File: config.mk
export PLATFORM = sky130hd
export DESIGN_NAME = ps2_keyboard
export DESIGN_NICKNAME = d
export VERILOG_FILES = /design/src/rtl/ps2_keyboard.sv
export SDC_FILE = /design/constraint.sdc
export NUM_CORES = 1
export LEC_CHECK = 0
export ABC_AREA = 1
export ABC_CLOCK_PERIOD_IN_PS = 2400
export CAP_MARGIN = 20
export CORE_MARGIN = 10
export CORE_UTILIZATION = 45
export DETAILED_ROUTE_END_ITERATION = 12
export GPL_TIMING_DRIVEN = 0
export PLACE_DENSITY_LB_ADDON = 0.3
export SLEW_MARGIN = 20
export SYNTH_ARGS = -nofsm -noshare
export SYNTH_HDL_FRONTEND = slang
export SYNTH_SLANG_ARGS = --single-unit
File: constraint.sdc
create_clock -name clock -period 2.4 [get_ports clock]
set_input_delay 0.36 -clock clock [delete_from_list [all_inputs] [get_ports clock]]
set_output_delay 0.36 -clock clock [all_outputs]
set_load 0.05 [all_outputs]
File: src/rtl/ps2_keyboard.sv
// ps2_keyboard: PS/2 device-to-host receiver feeding the keyboard inputs
// (kdone/kdata/kerr) of the I/O block. Synchronises both pins, de-glitches
// the clock, deserialises 11-bit frames and strobes each scan-code byte.
// Optional feature macro: PS2_PARITY_CHECK_EN (reject frames with bad odd parity).
module ps2_keyboard #(
  parameter int FILTER  = 4,
  parameter int TIMEOUT = 25000
) (
  input  logic       clock,
  input  logic       reset,
  input  logic       ps2_clk,
  input  logic       ps2_data,
  output logic       kdone,
  output logic [7:0] kdata,
  output logic       kerr
);

  localparam int               TMO_W     = $clog2(TIMEOUT + 1);
  localparam logic [3:0]       FILT_LAST = 4'(FILTER - 1);
  localparam logic [TMO_W-1:0] TMO_MAX   = TMO_W'(TIMEOUT);

  localparam logic [1:0] S_IDLE   = 2'd0;
  localparam logic [1:0] S_DATA   = 2'd1;
  localparam logic [1:0] S_PARITY = 2'd2;
  localparam logic [1:0] S_STOP   = 2'd3;

  logic             clk_p0, clk_p1;
  logic             data_p0, data_p1;
  logic             filt_clk;
  logic [3:0]       filt_cnt;
  logic             fall_p2;
  logic [1:0]       state;
  logic [7:0]       shift_reg;
  logic [3:0]       bit_cnt;
  logic [TMO_W-1:0] tmo_cnt;
  logic             parity_ok;

`ifdef PS2_PARITY_CHECK_EN
  logic par_bit;
  // Odd parity: data bits plus parity bit must contain an odd number of ones.
  assign parity_ok = ^{shift_reg, par_bit};
`else
  assign parity_ok = 1'b1;
`endif

  // Stage p0/p1: two-flop synchronisers for the asynchronous pins (idle level 1).
  always_ff @(posedge clock) begin
    if (reset) begin
      clk_p0  <= 1'b1;
      clk_p1  <= 1'b1;
      data_p0 <= 1'b1;
      data_p1 <= 1'b1;
    end else begin
      clk_p0  <= ps2_clk;
      clk_p1  <= clk_p0;
      data_p0 <= ps2_data;
      data_p1 <= data_p0;
    end
  end

  // Stage p2: clock filter; level flips after FILTER consecutive differing samples,
  // and a 1->0 flip raises the one-cycle falling-edge strobe.
  always_ff @(posedge clock) begin
    if (reset) begin
      filt_clk <= 1'b1;
      filt_cnt <= '0;
      fall_p2  <= 1'b0;
    end else begin
      fall_p2 <= 1'b0;
      if (clk_p1 == filt_clk) begin
        filt_cnt <= '0;
      end else if (filt_cnt == FILT_LAST) begin
        filt_clk <= clk_p1;
        filt_cnt <= '0;
        fall_p2  <= ~clk_p1;
      end else begin
        filt_cnt <= filt_cnt + 4'd1;
      end
    end
  end

  // Frame FSM plus inter-edge timeout; a falling edge beats a simultaneous timeout.
  always_ff @(posedge clock) begin
    if (reset) begin
      state     <= S_IDLE;
      shift_reg <= '0;
      bit_cnt   <= '0;
      tmo_cnt   <= '0;
      kdone     <= 1'b0;
      kdata     <= 8'h00;
      kerr      <= 1'b0;
`ifdef PS2_PARITY_CHECK_EN
      par_bit   <= 1'b0;
`endif
    end else begin
      kdone <= 1'b0;
      kerr  <= 1'b0;
      if (fall_p2) begin
        tmo_cnt <= '0;
        case (state)
          S_IDLE: begin
            if (!data_p1) begin
              state   <= S_DATA;
              bit_cnt <= '0;
            end
          end
          S_DATA: begin
            shift_reg <= {data_p1, shift_reg[7:1]};
            bit_cnt   <= bit_cnt + 4'd1;
            if (bit_cnt == 4'd7) begin
              state <= S_PARITY;
            end
          end
          S_PARITY: begin
`ifdef PS2_PARITY_CHECK_EN
            par_bit <= data_p1;
`endif
            state <= S_STOP;
          end
          S_STOP: begin
            state   <= S_IDLE;
            bit_cnt <= '0;
            if (data_p1 && parity_ok) begin
              kdone <= 1'b1;
              kdata <= shift_reg;
            end else begin
              kerr <= 1'b1;
            end
          end
          default: begin
            state <= S_IDLE;
          end
        endcase
      end else if (state == S_IDLE) begin
        tmo_cnt <= '0;
      end else if (tmo_cnt == TMO_MAX) begin
        kerr    <= 1'b1;
        state   <= S_IDLE;
        bit_cnt <= '0;
        tmo_cnt <= '0;
      end else begin
        tmo_cnt <= tmo_cnt + TMO_W'(1);
      end
    end
  end

endmodule

==> run_results.csv <==
group,metric,value,unit
outcome,status,"finished, final reports clean",
synthesis,ys_types,27,
critical_path,r2r_cells,9,
synthesis,async_flop_share,0,%
cells_and_area,area_delta_synth_final,13.9,%
clock_network,cts_buffers,5,
floorplan,die_h,89.5,um
critical_path,end_kind,"output port",
synthesis,synthCells,284,
global_route,antenna_found_initial,0,
floorplan,coreArea,4690,um^2
flow_run,maxCapViolCount,0,
cells_and_area,fin_nets,316,
drt,drc_errors,0,
power,p_leak,0.941,nW
sta,rsz0062_at_grt,"false",
place,routabilityCongestion,0.810,
sta,tns,0,ns
global_route,grt.met3_usage,2.64,%
global_route,track_usage,10.3,%
synthesis,yosys-top-cells-count,"nor2_1 (52), dfxtp_1 (49), inv_1 (38), nand2_1 (33), o21ai_0 (23)",
global_route,met1_usage,12.6,%
cells_and_area,largest_register_ff_count,15,
sta,period_needed,1.79,ns
critical_path,r2r_slack,0.75,ns
clock_network,clock-sinks,49,
cells_and_area,diodes,0,
clock_network,path_clk_slew,0.09,ns
drt,num_vias,1695,
critical_path,critical_path_class,"reg -> out",
floorplan,start_util,46.4,%
synthesis,ys_ff_latch,49,
synthesis,ys.flop_type,"dfxtp_1",
place,numPortBuffers,13,
critical_path,r2r_start,"state[1]",
synthesis,synth_top_cell_area_share,45.1,%
synthesis,synth_nets,296,
sta,maxSlewHeadroom,66.4,%
critical_path,critPathTopFamily,"buffers and inverters",
sta,fin_worst_skew,0.00422,ns
synthesis,yosysTopAreaCell,"dfxtp_1",
floorplan,rows,25,
synthesis,synth-edff-count,0,
synthesis,yosysWarningCount,0,
drt,drt_first_pass_iters,4,
clock_network,hold_buffers,0,
global_route,grt_pass1_vias,1523,
clock_network,clockBufferDepth,2,
drt,ant_nets,0,
global_route,grtUsageMet2,16.9,%
critical_path,cp_max_fo,2,
critical_path,path_buf_inv,1,
floorplan,io_pins,14,
synthesis,synth_area,2180,um^2
hold_path,hp-class,"reg -> reg",
place,dpl.hpwl,2850,um
hold_path,hold_path_end,"data_p1",
place,dpl.cell_count,351,
synthesis,netlist_top_cells_area,"dfxtp_1 (45%), nor2_1 (9.0%), inv_1 (6.6%), nand2_1 (5.7%), o21ai_0 (5.3%)",
clock_network,postCtsSetupBuffers,0,
floorplan,dieWidth,89.5,um
critical_path,cpMaxStageDelayCell,"clkdlybuf4s50_1",
hold_path,hp-start,"data_p0",
clock_network,ctsResizeCount,0,
clock_network,cts_tree,"built",
global_route,grt_max_degree,15,
synthesis,ys_seq_area_share,45.1,%
critical_path,cp_data_required_time,2.04,ns
critical_path,slowest_delay,0.80,ns
critical_path,cp.arrival,1.43,ns
critical_path,path_cells,"clkdlybuf4s50_1",
cells_and_area,fin_cells,358,
floorplan,fp.dieArea,8020,um^2
drt,drtIter0Drc,58,
clock_network,clock_latency,0.29,ns
global_route,grt_pass1_wl,6670,um
clock_network,htree_num_levels,2,
clock_network,root_buffer,"clkbuf_8",
sta,setup_viol,0,
sta,fin_ws,0.605,ns
global_route,grt.overflow.total,0,
cells_and_area,drive_gt1_share,10.9,%
sta,worstMarginPinSlew,0.502,ns
power,power.density,567,nW/um^2
critical_path,worst_setup_path_start_kind,"flop",
drt,drt-total-wl,3780,um
power,finalPower,1.41,mW
drt,post_drt_wl_per_cell,10.6,um
critical_path,timing.rr.end,"state[0]",
place,dp_slack,0.701,ns
global_route,gr-max-usage-layer,"met2",
synthesis,synth.avg_cell_area,7.66,um^2
sta,finalHoldViolCount,0,
synthesis,synth_most_common_cell,"nor2_1",
sta,fmaxAchievable,0.557,GHz
power,ir_drop,250,uV
sta,maxSlewViolCount,0,
sta,finalCritPeriodShare,74.8,%
hold_path,hold_depth,1,
drt,viasPerCell,4.73,
## power by group
group | leakage (nW) | internal, mW | switching (mW)
registers | 0.396 | 0.816 | 0.00193
clock network | 0.0540 | 0.303 | 0.259
logic | 0.491 | 0.0125 | 0.0134
total | 0.941 | 1.13 | 0.274
## placed cells by master, fill, tap and decap left out
| cell | netlist | layout |
|---|---|---|
| nor3_2 | 2 | 2 |
| clkdlybuf4s50_1 | 0 | 13 |
| xnor2_1 | 3 | 3 |
| clkinv_4 | 1 | 1 |
| inv_2 | 3 | 3 |
| inv_1 | 38 | 38 |
| nand4_1 | 3 | 3 |
| a21oi_1 | 19 | 19 |
| buf_8 | 1 | 1 |
| dfxtp_1 | 49 | 49 |
| clkbuf_8 | 0 | 5 |
| nand2_4 | 2 | 2 |
| nor2_1 | 52 | 52 |
| nor2_2 | 2 | 2 |
| buf_4 | 1 | 1 |
| nor4_1 | 1 | 1 |
| a21oi_4 | 1 | 1 |
| nand2_2 | 3 | 3 |
| bufinv_16 | 0 | 1 |
| xor2_1 | 6 | 6 |
| nor3_1 | 7 | 7 |
| buf_2 | 1 | 1 |
| nand2_1 | 33 | 33 |
| ha_1 | 8 | 8 |
| o211ai_1 | 1 | 1 |
| nor2_4 | 2 | 2 |
| nand3_1 | 13 | 13 |
| clkbuf_1 | 2 | 2 |
| or2_2 | 7 | 7 |
| clkinv_2 | 0 | 1 |
| o21ai_0 | 23 | 23 |
## cell families (layout without fill, tap and decap cells)
family / count (synthesis) / after routing / synth area share (%)
AND/OR/NAND/NOR: 127 / 127 / 26.9
buffers and inverters: 47 / 67 / 9.09
AO/OA/AOI/OAI: 44 / 44 / 10.8
XOR/XNOR: 9 / 9 / 3.62
adder cells (fa/ha/maj): 8 / 8 / 4.60
flip-flops: 49 / 49 / 45.1
## how the worst max path moves through the flow
stage	startpoint	endpoint	slack, ns	cells after the start
floorplan	state[1]	state[0]	1.00	9
global placement	reset	tmo_cnt[13]	0.70	5
detailed placement	reset	tmo_cnt[13]	0.70	5
CTS	kdata[1]	kdata[1]	0.58	1
global route	state[1]	state[0]	0.49	9
finish	kdata[1]	kdata[1]	0.61	1
## metal layers
metal  wire length [um]  vias up  share of wire, %
met2               1700       19                45
met3                152        7               4.0
met4                 65        0               1.7
met1               1870      740                49
met5                  0        -                 0
li1                   -      929                 -
## layout make-up
| class | instances | area, um^2 |
|---|---|---|
| multi-input cells | 188 | 997 |
| clock inverters | 2 | 35.0 |
| plain buffers | 5 | 35.0 |
| repair buffers | 13 | 130 |
| well taps | 54 | 67.6 |
| clock buffers | 5 | 68.8 |
| inverters | 42 | 163 |
| flip-flops and latches | 49 | 981 |
| fillers | 469 | 2210 |
## stage by stage
stage,hold WS (ns),util (%),cell area [um^2]
final,0.410,52.8,2480
after global routing,0.419,52.8,2480
after CTS,0.414,52.8,2480
after detailed placement,0.392,50.6,2370
after global placement,0.398,50.6,2370
after floorplan,0.389,-,2180
(Power assumes the default switching activity.)
